**config.mk**
```make
export PLATFORM = sky130hd
export DESIGN_NAME = risc16b_mmio
export DESIGN_NICKNAME = d
export VERILOG_FILES = /design/src/rtl/risc16b_mmio.sv
export SDC_FILE = /design/constraint.sdc
export NUM_CORES = 1
export LEC_CHECK = 0
export ABC_CLOCK_PERIOD_IN_PS = 2200
export CAP_MARGIN = 0
export CORE_MARGIN = 5
export CORE_UTILIZATION = 44
export DETAILED_ROUTE_END_ITERATION = 6
export PLACE_DENSITY = 0.78
export SLEW_MARGIN = 20
export SYNTH_ARGS = -nofsm -noshare
export SYNTH_HDL_FRONTEND = slang
export SYNTH_SLANG_ARGS = --single-unit
```
**constraint.sdc**
```tcl
create_clock -name clk -period 2.2 [get_ports clk]
set_clock_uncertainty 0.2 [all_clocks]
set_input_delay 0.44 -clock clk [delete_from_list [all_inputs] [get_ports clk]]
set_output_delay 0.44 -clock clk [all_outputs]
set_load 0.005 [all_outputs]
```
**src/rtl/risc16b_mmio.sv**
```systemverilog
// Memory-mapped I/O page (0x7f00-0x7fff) on the risc16b data port:
// LED register, free-running cycle counter and an 8N1 UART transmitter.
module risc16b_mmio #(
    parameter int CLKS_PER_BIT = 434
) (
    input  logic        clk,
    input  logic        rst,
    input  logic [15:0] d_addr,
    input  logic        d_oe,
    input  logic [1:0]  d_we,
    input  logic [15:0] d_dout,
    output logic        io_sel,
    output logic [15:0] io_din,
    output logic [15:0] led,
    output logic        uart_tx,
    output logic [1:0]  uart_state
);

    // Bus semantics: there is no ready/stall. A write is taken on the rising
    // edge where io_sel and any d_we lane are high; a read is combinational
    // whenever io_sel and d_oe are high, and the core samples it that cycle.

    localparam int BW = (CLKS_PER_BIT > 2) ? $clog2(CLKS_PER_BIT) : 1;
    localparam logic [BW-1:0] BAUD_MAX = BW'(CLKS_PER_BIT - 1);

    localparam logic [6:0] W_LED    = 7'd0;
    localparam logic [6:0] W_CYCLE  = 7'd1;
    localparam logic [6:0] W_UDATA  = 7'd2;
    localparam logic [6:0] W_USTAT  = 7'd3;

    typedef enum logic [1:0] {
        S_IDLE  = 2'd0,
        S_START = 2'd1,
        S_DATA  = 2'd2,
        S_STOP  = 2'd3
    } uart_state_t;

    logic [6:0]  word;
    logic        unused_addr_lsb;
    logic        led_wr;
    logic        cycle_clr;
    logic        uart_load;
    logic        busy;
    logic [15:0] cycle;

    uart_state_t   state, state_n;
    logic [BW-1:0] baud, baud_n;
    logic [2:0]    bit_idx, bit_idx_n;
    logic [7:0]    shift, shift_n;
    logic          tx_q, tx_n;

    assign io_sel          = (d_addr[15:8] == 8'h7f);
    assign word            = d_addr[7:1];
    assign unused_addr_lsb = d_addr[0];

    assign led_wr    = io_sel && (word == W_LED);
    assign cycle_clr = io_sel && (word == W_CYCLE) && (|d_we);
    assign busy      = (state != S_IDLE);
    // Writes landing while a frame is in flight are dropped, not queued.
    assign uart_load = io_sel && (word == W_UDATA) && d_we[1] && !busy;

    assign uart_tx    = tx_q;
    assign uart_state = state;

    always_ff @(posedge clk) begin
        if (rst) begin
            led <= 16'h0000;
        end else if (led_wr) begin
            if (d_we[0]) led[15:8] <= d_dout[15:8];
            if (d_we[1]) led[7:0]  <= d_dout[7:0];
        end
    end

    // Clear has priority over the increment on the same edge.
    always_ff @(posedge clk) begin
        if (rst || cycle_clr) begin
            cycle <= 16'h0000;
        end else begin
            cycle <= cycle + 16'd1;
        end
    end

    always_comb begin
        io_din = 16'h0000;
        if (io_sel && d_oe) begin
            case (word)
                W_LED:   io_din = led;
                W_CYCLE: io_din = cycle;
                W_USTAT: io_din = {15'h0000, busy};
                default: io_din = 16'h0000;
            endcase
        end
    end

    always_ff @(posedge clk) begin
        if (rst) begin
            state   <= S_IDLE;
            baud    <= '0;
            bit_idx <= 3'd0;
            shift   <= 8'h00;
            tx_q    <= 1'b1;
        end else begin
            state   <= state_n;
            baud    <= baud_n;
            bit_idx <= bit_idx_n;
            shift   <= shift_n;
            tx_q    <= tx_n;
        end
    end

    // The next tx level is computed here and registered, so uart_tx is a
    // plain flop output; each bit boundary reloads the baud counter.
    always_comb begin
        state_n   = state;
        baud_n    = baud;
        bit_idx_n = bit_idx;
        shift_n   = shift;
        tx_n      = tx_q;
        case (state)
            S_IDLE: begin
                tx_n = 1'b1;
                if (uart_load) begin
                    shift_n = d_dout[7:0];
                    baud_n  = BAUD_MAX;
                    state_n = S_START;
                    tx_n    = 1'b0;
                end
            end
            S_START: begin
                if (baud == '0) begin
                    baud_n    = BAUD_MAX;
                    bit_idx_n = 3'd0;
                    state_n   = S_DATA;
                    tx_n      = shift[0];
                end else begin
                    baud_n = baud - BW'(1);
                end
            end
            S_DATA: begin
                if (baud == '0) begin
                    baud_n = BAUD_MAX;
                    if (bit_idx == 3'd7) begin
                        state_n = S_STOP;
                        tx_n    = 1'b1;
                    end else begin
                        bit_idx_n = bit_idx + 3'd1;
                        shift_n   = {1'b0, shift[7:1]};
                        tx_n      = shift[1];
                    end
                end else begin
                    baud_n = baud - BW'(1);
                end
            end
            S_STOP: begin
                tx_n = 1'b1;
                if (baud == '0) begin
                    state_n = S_IDLE;
                end else begin
                    baud_n = baud - BW'(1);
                end
            end
            default: begin
                state_n = S_IDLE;
                tx_n    = 1'b1;
            end
        endcase
    end

endmodule

```
==> flow_metrics.env, run 1 <==
export IMPL_status="complete, but fails checks"
export IMPL_violations="negative setup slack"
export IMPL_fp_row_count=29
export IMPL_design_area_um2=4080
export IMPL_pin_count=73
export IMPL_yosysMostFrequentCell="nor2_1"
export IMPL_pwr_share_seq=0.380
export IMPL_postPlaceCellArea_um2=3850
export IMPL_clk_latency_ns=0.31
export IMPL_overflow=0
export IMPL_regToRegSetupSlack_ns=0.12
export IMPL_path_cells="buf_6 -> or4_4 -> nor3_4 -> nand3_4 -> buf_8 -> nor2_4 -> buf_2"
export IMPL_clock_sinks=55
export IMPL_synthToLayoutAreaGrowth_pct=42.9
export IMPL_max_slew_margin=0.640
export IMPL_use_met3=0.0417
export IMPL_grt_use_met1=0.233
export IMPL_reg2reg_depth=8
export IMPL_worst_pin_slew_ns=0.536
export IMPL_cts_root_buf="clkbuf_8"
export IMPL_place_gp_congestion=0.859
export IMPL_cts_hold_buf=0
export IMPL_numCtsBuffers=5
export IMPL_r2r_start="baud[0]"
export IMPL_worstPathRequired_ns=1.56
export IMPL_core_um2=6310
export IMPL_drive_gt1_frac=0.216
export IMPL_yosysUniqueCellTypes=46
export IMPL_hold_path_depth=2
export IMPL_die_y_um=90.5
export IMPL_tns_ns=-6.46
export IMPL_fin_cells=508
export IMPL_hpwl_mm=5.89
export IMPL_nNetsFinal=475
export IMPL_min_to="shift[7]"
export IMPL_syn_avg_cell_area_um2=8.65
export IMPL_ir_drop_mv=0.432
export IMPL_antenna_found_initial=0
export IMPL_track_usage=0.193
export IMPL_hold_class="flip-flop to flip-flop"
export IMPL_swShare=0.356
export IMPL_timing_final_ws_setup_ns=-0.338
export IMPL_grt_pass1_wl_mm=13.3
export IMPL_combinationalPowerShare=0.397
export IMPL_n_antenna_cell=0
export IMPL_rsz0062_at_grt="true"
export IMPL_totalWireLength_mm=8.05
export IMPL_drtIter0Drc=127
export IMPL_crit_start="d_addr[6]"
export IMPL_cp_arrival_ns=1.90
export IMPL_p_int_uw=2000
export IMPL_utilization=0.646
export IMPL_firstDrtPassIters=4
export IMPL_htree_levels=2
export IMPL_path_buf_inv=3
export IMPL_start_kind="input port"
export IMPL_syn_area_um2=2850
export IMPL_power_density_nw_per_um2=760
export IMPL_ant_nets=0
export IMPL_hold_violations=0
export IMPL_viasPerCell=5.42
export IMPL_clkTransAtPathRegs_ns=0.10
export IMPL_clock_fmax_mhz=394
export IMPL_yosys_area_top_type="dfxtp_1"
export IMPL_critPathKind="input port to output pin"
export IMPL_synth_seq_area_share=0.386
export IMPL_vias=2755
export IMPL_synth_flop_cell="dfxtp_1"
export IMPL_yosys_top_cells_count="63 x nor2_1, 55 x dfxtp_1, 40 x mux2i_1"
export IMPL_clockBufferDepth=2
export IMPL_p_leak_uw=0.00174
export IMPL_initial_utilization=0.452
export IMPL_period_needed_ns=2.54
export IMPL_p_sw_uw=1100
export IMPL_min_from="shift[7]"
export IMPL_die_area_um2=8200
export IMPL_grt_pass1_vias=2841
export IMPL_slew_viol_final=0
export IMPL_synth_edff_count=0
export IMPL_cts_tree="yes"
export IMPL_yosysTopAreaCellShare=0.386
export IMPL_post_route_period_util=1.15
export IMPL_r2r_end="shift[5]"
export IMPL_fp_dieW_um=90.5
export IMPL_yosys_top_cells_area="dfxtp_1 39%, mux2i_1 14%, nor2_1 8.3%, ha_1 3.5%, a21oi_1 3.3%"
export IMPL_wire_per_inst_um=15.8
export IMPL_syn_num_nets=375
export IMPL_numPortBuffers=71
export IMPL_synthCells=330
export IMPL_async_flop_share=0
export IMPL_place_inst=489
export IMPL_grt_max_degree=32
export IMPL_route_detailed_drc=0
export IMPL_crit_fanout=6
export IMPL_synth_seq_cells=55
export IMPL_setup_violations=34
export IMPL_busiest_layer="met2"
export IMPL_pwr_share_clk=0.223
export IMPL_slowest_delay_ns=0.55
export IMPL_cp_end_kind="output pin"
export IMPL_slowest_stage="or4_4"
export IMPL_use_met2=0.344
export IMPL_cap_violations=0
export IMPL_crit_family="simple AND/OR/NAND/NOR gates"
export IMPL_yosysWarnings=0
## worst reg2reg max path: cells and delay by family, from the launching register on
| family | cells | cell delay, ns |
|---|---|---|
| compound gates | 3 | 0.53 |
| simple gates | 2 | 0.49 |
| flops | 1 | 0.35 |
| buf+inv | 2 | 0.25 |
| fa+ha+maj | 1 | 0.17 |
## metrics by stage
stage	setup WS, ns	hold WS, ns	power (uW)
3_3_place_gp	-0.943	0.262	2290
3_5_place_dp	-1.04	0.280	2330
4_1_cts	-0.313	0.296	3040
5_1_grt	-0.392	0.321	3280
2_1_floorplan	-0.108	0.237	1890
6_report	-0.338	0.293	3100
## sequential cells by signal, summed over array words and instances, names as in the netlist
signal and flops:
cycle 16, led 16, baud 9, shift 8, bit_idx 3, uart_state 2, uart_tx 1
## logic make-up after synthesis
logic type | Yosys count | synth area share
buffers and inverters | 25 | 0.0364
xor gates and xnor gates | 16 | 0.0491
AOI/OAI and AO/OA | 62 | 0.139
muxes | 40 | 0.140
DFF | 55 | 0.386
and+or+nand+nor | 124 | 0.214
adders and majority gates | 8 | 0.0351
## power groups by stage
stage	clock (uW)	sequential [uW]	combinational (uW)
2_1_floorplan	0	1190	707
4_1_cts	714	1180	1150
3_3_place_gp	0	1190	1090
6_report	693	1180	1230
3_5_place_dp	0	1200	1130
5_1_grt	748	1190	1340
## placed cells by master (no fill, tap or decap), types with 4 or more instances in the layout
cell type and count:
a211oi_1 8, a21oi_1 19, and3_1 7, buf_2 16, buf_4 31, buf_6 6, clkbuf_8 5, clkdlybuf4s50_1 39
dfxtp_1 55, dlygate4sd2_1 11, ha_1 8, inv_1 9, mux2i_1 40, nand2_1 16, nand3_1 5, nand4_1 6
nor2_1 50, nor2_2 6, nor2_4 7, nor3_1 6, o21ai_0 11, o21ai_1 4, xnor2_1 10, xor2_1 6
## final cells by class
| type | instances | area, um2 |
|---|---|---|
| clock buffer | 5 | 68.8 |
| clock inverter | 3 | 47.5 |
| fill | 549 | 2240 |
| inverter | 9 | 33.8 |
| multi-input combinational | 250 | 1770 |
| sequential | 55 | 1100 |
| tap | 77 | 96.3 |
| timing repair buffer | 109 | 956 |
## worst max path at each step
stage          slack, ns          to  cells past startpoint
2_1_floorplan      -0.11  io_din[10]                      5
3_3_place_gp       -0.94  io_din[11]                      7
3_5_place_dp       -1.04  io_din[14]                      7
5_1_grt            -0.39   io_din[2]                      7
6_report           -0.34   io_din[2]                      7
4_1_cts            -0.31   io_din[7]                      8
## routing by layer
layer	routed length (um)	share of wire
met1	3480	0.43
met2	4100	0.51
met3	375	0.047
met4	95	0.012
met5	0	0
## what timing repair did
action	in CTS	in global routing
gates cloned	0	0
endpoints found under the setup margin	68	46
gates resized for setup	106	20
setup buffers	10	3
pin swaps	18	12
Power figures use the tool's default switching activity.
==> run 2: changes to the inputs <==
--- a/config.mk
+++ b/config.mk
@@ -10,8 +10,7 @@
 export CORE_MARGIN = 5
 export CORE_UTILIZATION = 44
 export DETAILED_ROUTE_END_ITERATION = 6
-export PLACE_DENSITY = 0.78
-export SLEW_MARGIN = 20
+export PLACE_DENSITY = 0.77
 export SYNTH_ARGS = -nofsm -noshare
 export SYNTH_HDL_FRONTEND = slang
 export SYNTH_SLANG_ARGS = --single-unit
==> flow_metrics.env, run 2 (synthesis gave the netlist of run 1 again) <==
export IMPL_status="complete, but fails checks"
export IMPL_violations="negative setup slack"
export IMPL_hold_violations=0
export IMPL_critPathKind="input port to output pin"
export IMPL_slew_viol_final=0
export IMPL_fill_cells=536
export IMPL_place_inst=490
export IMPL_drtIter0Drc=139
export IMPL_ir_drop_mv=0.519
export IMPL_viasPerCell=5.53
export IMPL_rsz0062_at_grt="true"
export IMPL_multiInputGateArea_um2=1820
export IMPL_fp_dieW_um=90.5
export IMPL_cap_violations=0
export IMPL_core_um2=6310
export IMPL_period_needed_ns=2.44
export IMPL_p_leak_uw=0.00175
export IMPL_cp_arrival_ns=1.80
export IMPL_use_met3=0.0383
export IMPL_power_density_nw_per_um2=725
export IMPL_grt_use_met1=0.251
export IMPL_r2r_start="baud[3]"
export IMPL_utilization=0.652
export IMPL_clkTransAtPathRegs_ns=0.10
export IMPL_start_kind="input port"
export IMPL_max_slew_margin=0.655
export IMPL_pin_count=73
export IMPL_vias=2802
export IMPL_clock_fmax_mhz=409
export IMPL_clockBufferDepth=2
export IMPL_numCtsBuffers=5
export IMPL_die_y_um=90.5
export IMPL_post_route_period_util=1.11
export IMPL_track_usage=0.190
export IMPL_cp_end_kind="output pin"
export IMPL_ant_nets=0
export IMPL_initial_utilization=0.452
export IMPL_slowest_stage="or4_4"
export IMPL_largestRegisters="cycle x16, led x16, baud x9"
export IMPL_totalWireLength_mm=8.05
export IMPL_numPortBuffers=71
export IMPL_grt_max_degree=30
export IMPL_hpwl_mm=5.82
export IMPL_antenna_found_initial=0
export IMPL_worstPathRequired_ns=1.56
export IMPL_slowest_delay_ns=0.55
export IMPL_clk_latency_ns=0.31
export IMPL_fp_row_count=29
export IMPL_wire_per_inst_um=15.9
export IMPL_setup_violations=15
export IMPL_use_met2=0.316
export IMPL_crit_fanout=8
export IMPL_grt_pass1_vias=2746
export IMPL_hold_ws_ns=0.283
export IMPL_n_antenna_cell=0
export IMPL_grt_pass1_wl_mm=13.2
export IMPL_route_detailed_drc=0
export IMPL_place_gp_congestion=0.863
export IMPL_fin_cells=507
export IMPL_final_common_cell="dfxtp_1"
export IMPL_regToRegSetupSlack_ns=0.14
export IMPL_worst_pin_slew_ns=0.514
export IMPL_clock_sinks=55
export IMPL_register_area_um2=1100
export IMPL_cts_tree="yes"
export IMPL_htree_levels=2
export IMPL_synthToLayoutAreaGrowth_pct=44.2
export IMPL_timing_final_ws_setup_ns=-0.244
export IMPL_cts_root_buf="clkbuf_8"
export IMPL_drive_gt1_frac=0.240
export IMPL_hold_class="flip-flop to flip-flop"
export IMPL_pre_cts_ws_ns=-0.994
export IMPL_busiest_layer="met2"
export IMPL_die_area_um2=8200
export IMPL_nNetsFinal=474
export IMPL_min_from="baud[8]"
export IMPL_overflow=0
export IMPL_firstDrtPassIters=4
export IMPL_crit_start="d_addr[7]"
export IMPL_layout_common_cells="55 x dfxtp_1, 45 x nor2_1, 38 x mux2i_1, 38 x clkdlybuf4s50_1, 25 x buf_4"
export IMPL_path_cells="buf_6 -> or4_4 -> nor3_4 -> nand3_4 -> buf_12 -> nor2_4 -> buf_2"
-- run 2: layout make-up --
class	count	share of cell area
Sequential cell	55	0.268
Timing Repair Buffer	108	0.238
Inverter	9	0.00821
Tap cell	77	0.0234
Multi-Input combinational cell	250	0.441
Clock inverter	3	0.00456
Clock buffer	5	0.0167
-- run 2: path summary, 6_finish.rpt --
path	endpoint	depth (start not counted)
worst max register to register	baud[4]	6
worst max-delay path	io_din[15]	7
worst min register to register	baud[8]	1
worst min-delay path	baud[8]	1
-- run 2: stage by stage --
step                area, um2  setup TNS, ns  power [uW]
floorplan                2880          -1.08        1890
global placement         3850         -36.30        2290
detailed placement       3850         -37.09        2320
CTS                      4010          -5.93        2900
global route             4120          -4.28        3180
finish                   4120          -3.51        2980
-- run 2: critical path, delay by kind of cell --
kind	cells	cell delay (ns)
buffers and inverters	3	0.38
and+or+nand+nor	4	0.97
-- run 2: per-layer routing --
| metal | share of wire | vias to the layer above |
|---|---|---|
| li1 | - | 1371 |
| met1 | 0.45 | 1320 |
| met2 | 0.49 | 100 |
| met3 | 0.052 | 11 |
| met4 | 0.013 | 0 |
| met5 | 0 | - |
-- run 2: where the power goes --
| part | total [uW] | leakage (uW) | internal [uW] | switching, uW |
|---|---|---|---|---|
| logic | 1240 | 0.00126 | 565 | 673 |
| clock network | 568 | 0.0000483 | 225 | 342 |
| registers | 1180 | 0.000444 | 1100 | 79.6 |
-- run 2: repair_timing --
action | CTS | global route
setup buffers | 6 | 2
gates cloned | 1 | 0
pin swaps | 22 | 12
gates resized for setup | 116 | 28
hold buffers | 0 | 0
setup endpoints to repair | 68 | 36
==> run 3: changes to the inputs <==
==> config.mk (replaced) <==
export PLATFORM = sky130hd
export DESIGN_NAME = risc16b_mmio
export DESIGN_NICKNAME = d
export VERILOG_FILES = /design/src/rtl/risc16b_mmio.sv
export SDC_FILE = /design/constraint.sdc
export NUM_CORES = 1
export LEC_CHECK = 0
export ABC_AREA = 1
export CAP_MARGIN = 0
export CORE_MARGIN = 5
export CORE_UTILIZATION = 46
export DETAILED_ROUTE_END_ITERATION = 6
export GPL_TIMING_DRIVEN = 0
export PLACE_DENSITY = 0.78
export SYNTH_ARGS = -nofsm -noshare
export SYNTH_HDL_FRONTEND = slang
export SYNTH_SLANG_ARGS = --single-unit
==> flow_metrics.env, run 3 <==
export IMPL_yosys_top_cells_area="dfxtp_1 35%, nand2_1 13%, nor2_1 7.2%, nand4_1 6.9%, inv_1 6.0%"
export IMPL_slew_viol_final=0
export IMPL_drive_gt1_frac=0.208
export IMPL_grt_pass1_wl_mm=15.5
export IMPL_slowest_delay_ns=0.26
export IMPL_p_sw_uw=1670
export IMPL_p_leak_uw=0.00188
export IMPL_fp_dieW_um=93.0
export IMPL_grt_pass1_vias=3287
export IMPL_hpwl_mm=6.75
export IMPL_regToRegSetupSlack_ns=0.13
export IMPL_yosysWarnings=0
export IMPL_die_y_um=93.0
export IMPL_violations="negative setup slack"
export IMPL_hold_class="flip-flop to flip-flop"
export IMPL_viasPerCell=5.51
export IMPL_p_int_uw=2250
export IMPL_syn_area_um2=3170
export IMPL_yosys_top_cells_count="109 x nand2_1, 61 x nor2_1, 55 x dfxtp_1"
export IMPL_drtIter0Drc=151
export IMPL_hold_ws_ns=0.280
export IMPL_cap_violations=0
export IMPL_cts_root_buf="clkbuf_8"
export IMPL_clock_sinks=55
export IMPL_yosysTopAreaCellShare=0.348
export IMPL_worstSetupEndpoint="io_din[11]"
export IMPL_synth_edff_count=0
export IMPL_cp_end_kind="output pin"
export IMPL_track_usage=0.219
export IMPL_syn_num_nets=519
export IMPL_fin_total_pwr_uw=3920
export IMPL_timing_final_ws_setup_ns=-0.237
export IMPL_yosysMostFrequentCell="nand2_1"
export IMPL_yosysUniqueCellTypes=35
export IMPL_initial_utilization=0.469
export IMPL_cts_tree="yes"
export IMPL_route_detailed_drc=0
export IMPL_post_route_period_util=1.11
export IMPL_synthToLayoutAreaGrowth_pct=39.4
export IMPL_hold_violations=0
export IMPL_swShare=0.426
export IMPL_final_common_cell="nand2_1"
export IMPL_htree_levels=2
export IMPL_clk_latency_ns=0.31
export IMPL_clockBufferDepth=2
export IMPL_r2r_start="baud[0]"
export IMPL_slowest_stage="nor4_4"
export IMPL_firstDrtPassIters=5
export IMPL_async_flop_share=0
export IMPL_critPathKind="input port to output pin"
export IMPL_worst_pin_slew_ns=0.484
export IMPL_nNetsFinal=626
export IMPL_ir_drop_mv=0.769
export IMPL_synthCells=474
export IMPL_synth_flop_cell="dfxtp_1"
export IMPL_syn_avg_cell_area_um2=6.68
export IMPL_cp_arrival_ns=1.80
export IMPL_r2r_end="baud[3]"
export IMPL_pin_count=73
export IMPL_pwr_share_seq=0.324
export IMPL_numCtsBuffers=5
export IMPL_status="complete, but fails checks"
export IMPL_place_inst=624
export IMPL_cp_depth=10
export IMPL_period_needed_ns=2.44
export IMPL_synth_seq_area_share=0.348
export IMPL_worstPathRequired_ns=1.56
export IMPL_fp_row_count=30
export IMPL_utilization=0.653
export IMPL_die_area_um2=8640
export IMPL_overflow=0
export IMPL_core_um2=6760
export IMPL_combinationalPowerShare=0.490
export IMPL_n_antenna_cell=0
export IMPL_yosys_area_top_type="dfxtp_1"
export IMPL_ant_nets=0
export IMPL_layout_common_cells="101 x nand2_1, 58 x nor2_1, 55 x dfxtp_1, 50 x inv_1, 38 x clkdlybuf4s50_1"
export IMPL_place_gp_congestion=0.898
export IMPL_path_cells="clkdlybuf4s15_1 -> inv_1 -> nand2_2 -> nor4_4 -> buf_4 -> nand3_4 -> buf_8 -> buf_6 -> a21oi_4 -> buf_2"
export IMPL_reg2reg_depth=9
export IMPL_crit_start="d_addr[15]"
export IMPL_numPortBuffers=70
export IMPL_totalWireLength_mm=10.3
export IMPL_synth_seq_cells=55
export IMPL_vias=3646
export IMPL_setup_violations=16
export IMPL_antenna_found_initial=0
export IMPL_grt_max_degree=18
export IMPL_pwr_share_clk=0.186
export IMPL_crit_fanout=4
export IMPL_pre_cts_ws_ns=-1.18
export IMPL_rsz0062_at_grt="true"
export IMPL_max_slew_margin=0.678
export IMPL_path_buf_inv=6
export IMPL_wire_per_inst_um=15.5
export IMPL_cts_hold_buf=0
export IMPL_largestRegisters="cycle x16, led x16, baud x9"
export IMPL_start_kind="input port"
export IMPL_clkTransAtPathRegs_ns=0.10
export IMPL_clock_fmax_mhz=410
export IMPL_crit_family="buffers and inverters"
export IMPL_fin_cells=662
export IMPL_power_density_nw_per_um2=889
-- run 3: cells by family (layout without fill, tap and decap cells) --
family | after synthesis | after routing | synth area share
fa+ha+maj | 8 | 8 | 0.0316
xor+xnor | 6 | 6 | 0.0166
compound gates | 78 | 78 | 0.145
buf+inv | 73 | 181 | 0.0952
simple gates | 254 | 254 | 0.364
flops | 55 | 55 | 0.348
-- run 3: timing repair --
item | 4_1_cts | 5_1_grt
setup buffers | 19 | 12
gates cloned | 1 | 0
pin swaps | 14 | 14
gates resized for setup | 141 | 31
endpoints found under the setup margin | 17 | 25
-- run 3: power groups by stage --
stage / registers (uW) / clock network, uW / logic [uW]
final: 1270 / 731 / 1920
after global routing: 1290 / 781 / 2190
after CTS: 1270 / 732 / 1830
after detailed placement: 1290 / 0 / 1810
after global placement: 1280 / 0 / 1770
after floorplan: 1270 / 0 / 1380
-- run 3: per-stage QoR --
stage | setup TNS [ns] | instance area, um2
2_1_floorplan | 0 | 3170
3_3_place_gp | -29.81 | 3970
3_5_place_dp | -30.18 | 3970
4_1_cts | -3.48 | 4330
5_1_grt | -3.88 | 4410
6_report | -3.01 | 4410
-- run 3: area by class of cell --
type,instances,area (um2)
clock inverter,2,38.8
timing repair buffer,101,868
fill,553,2340
inverter,54,206
multi-input combinational,346,1890
sequential,55,1100
tap,80,100
clock buffer,6,82.6
buffer,18,129
-- run 3: worst register-to-register path, cell delays in order, from the launching register on --
cell and delay (ns):
dfxtp_1 0.33, inv_1 0.14, ha_2 0.25, nand2_1 0.13, nor3_1 0.34, nand2_1 0.20, nand2_1 0.11, nor2_1 0.04
o21ai_0 0.17, nor2_1 0.06
-- run 3: worst min-delay path by stage --
stage                  start        to  slack, ns  cells past startpoint
floorplan           cycle[0]  cycle[0]       0.23                      1
global placement    cycle[0]  cycle[0]       0.25                      1
detailed placement  cycle[0]  cycle[0]       0.25                      1
CTS                 cycle[0]  cycle[0]       0.28                      1
global route          led[2]    led[2]       0.31                      2
finish                led[3]    led[3]       0.28                      2
-- run 3: metal layers --
layer,vias up,wire length (um),track usage
li1,1790,-,-
met1,1695,4180,0.269
met2,139,5340,0.389
met3,22,528,0.0338
met4,0,244,0.0733
met5,-,0,0
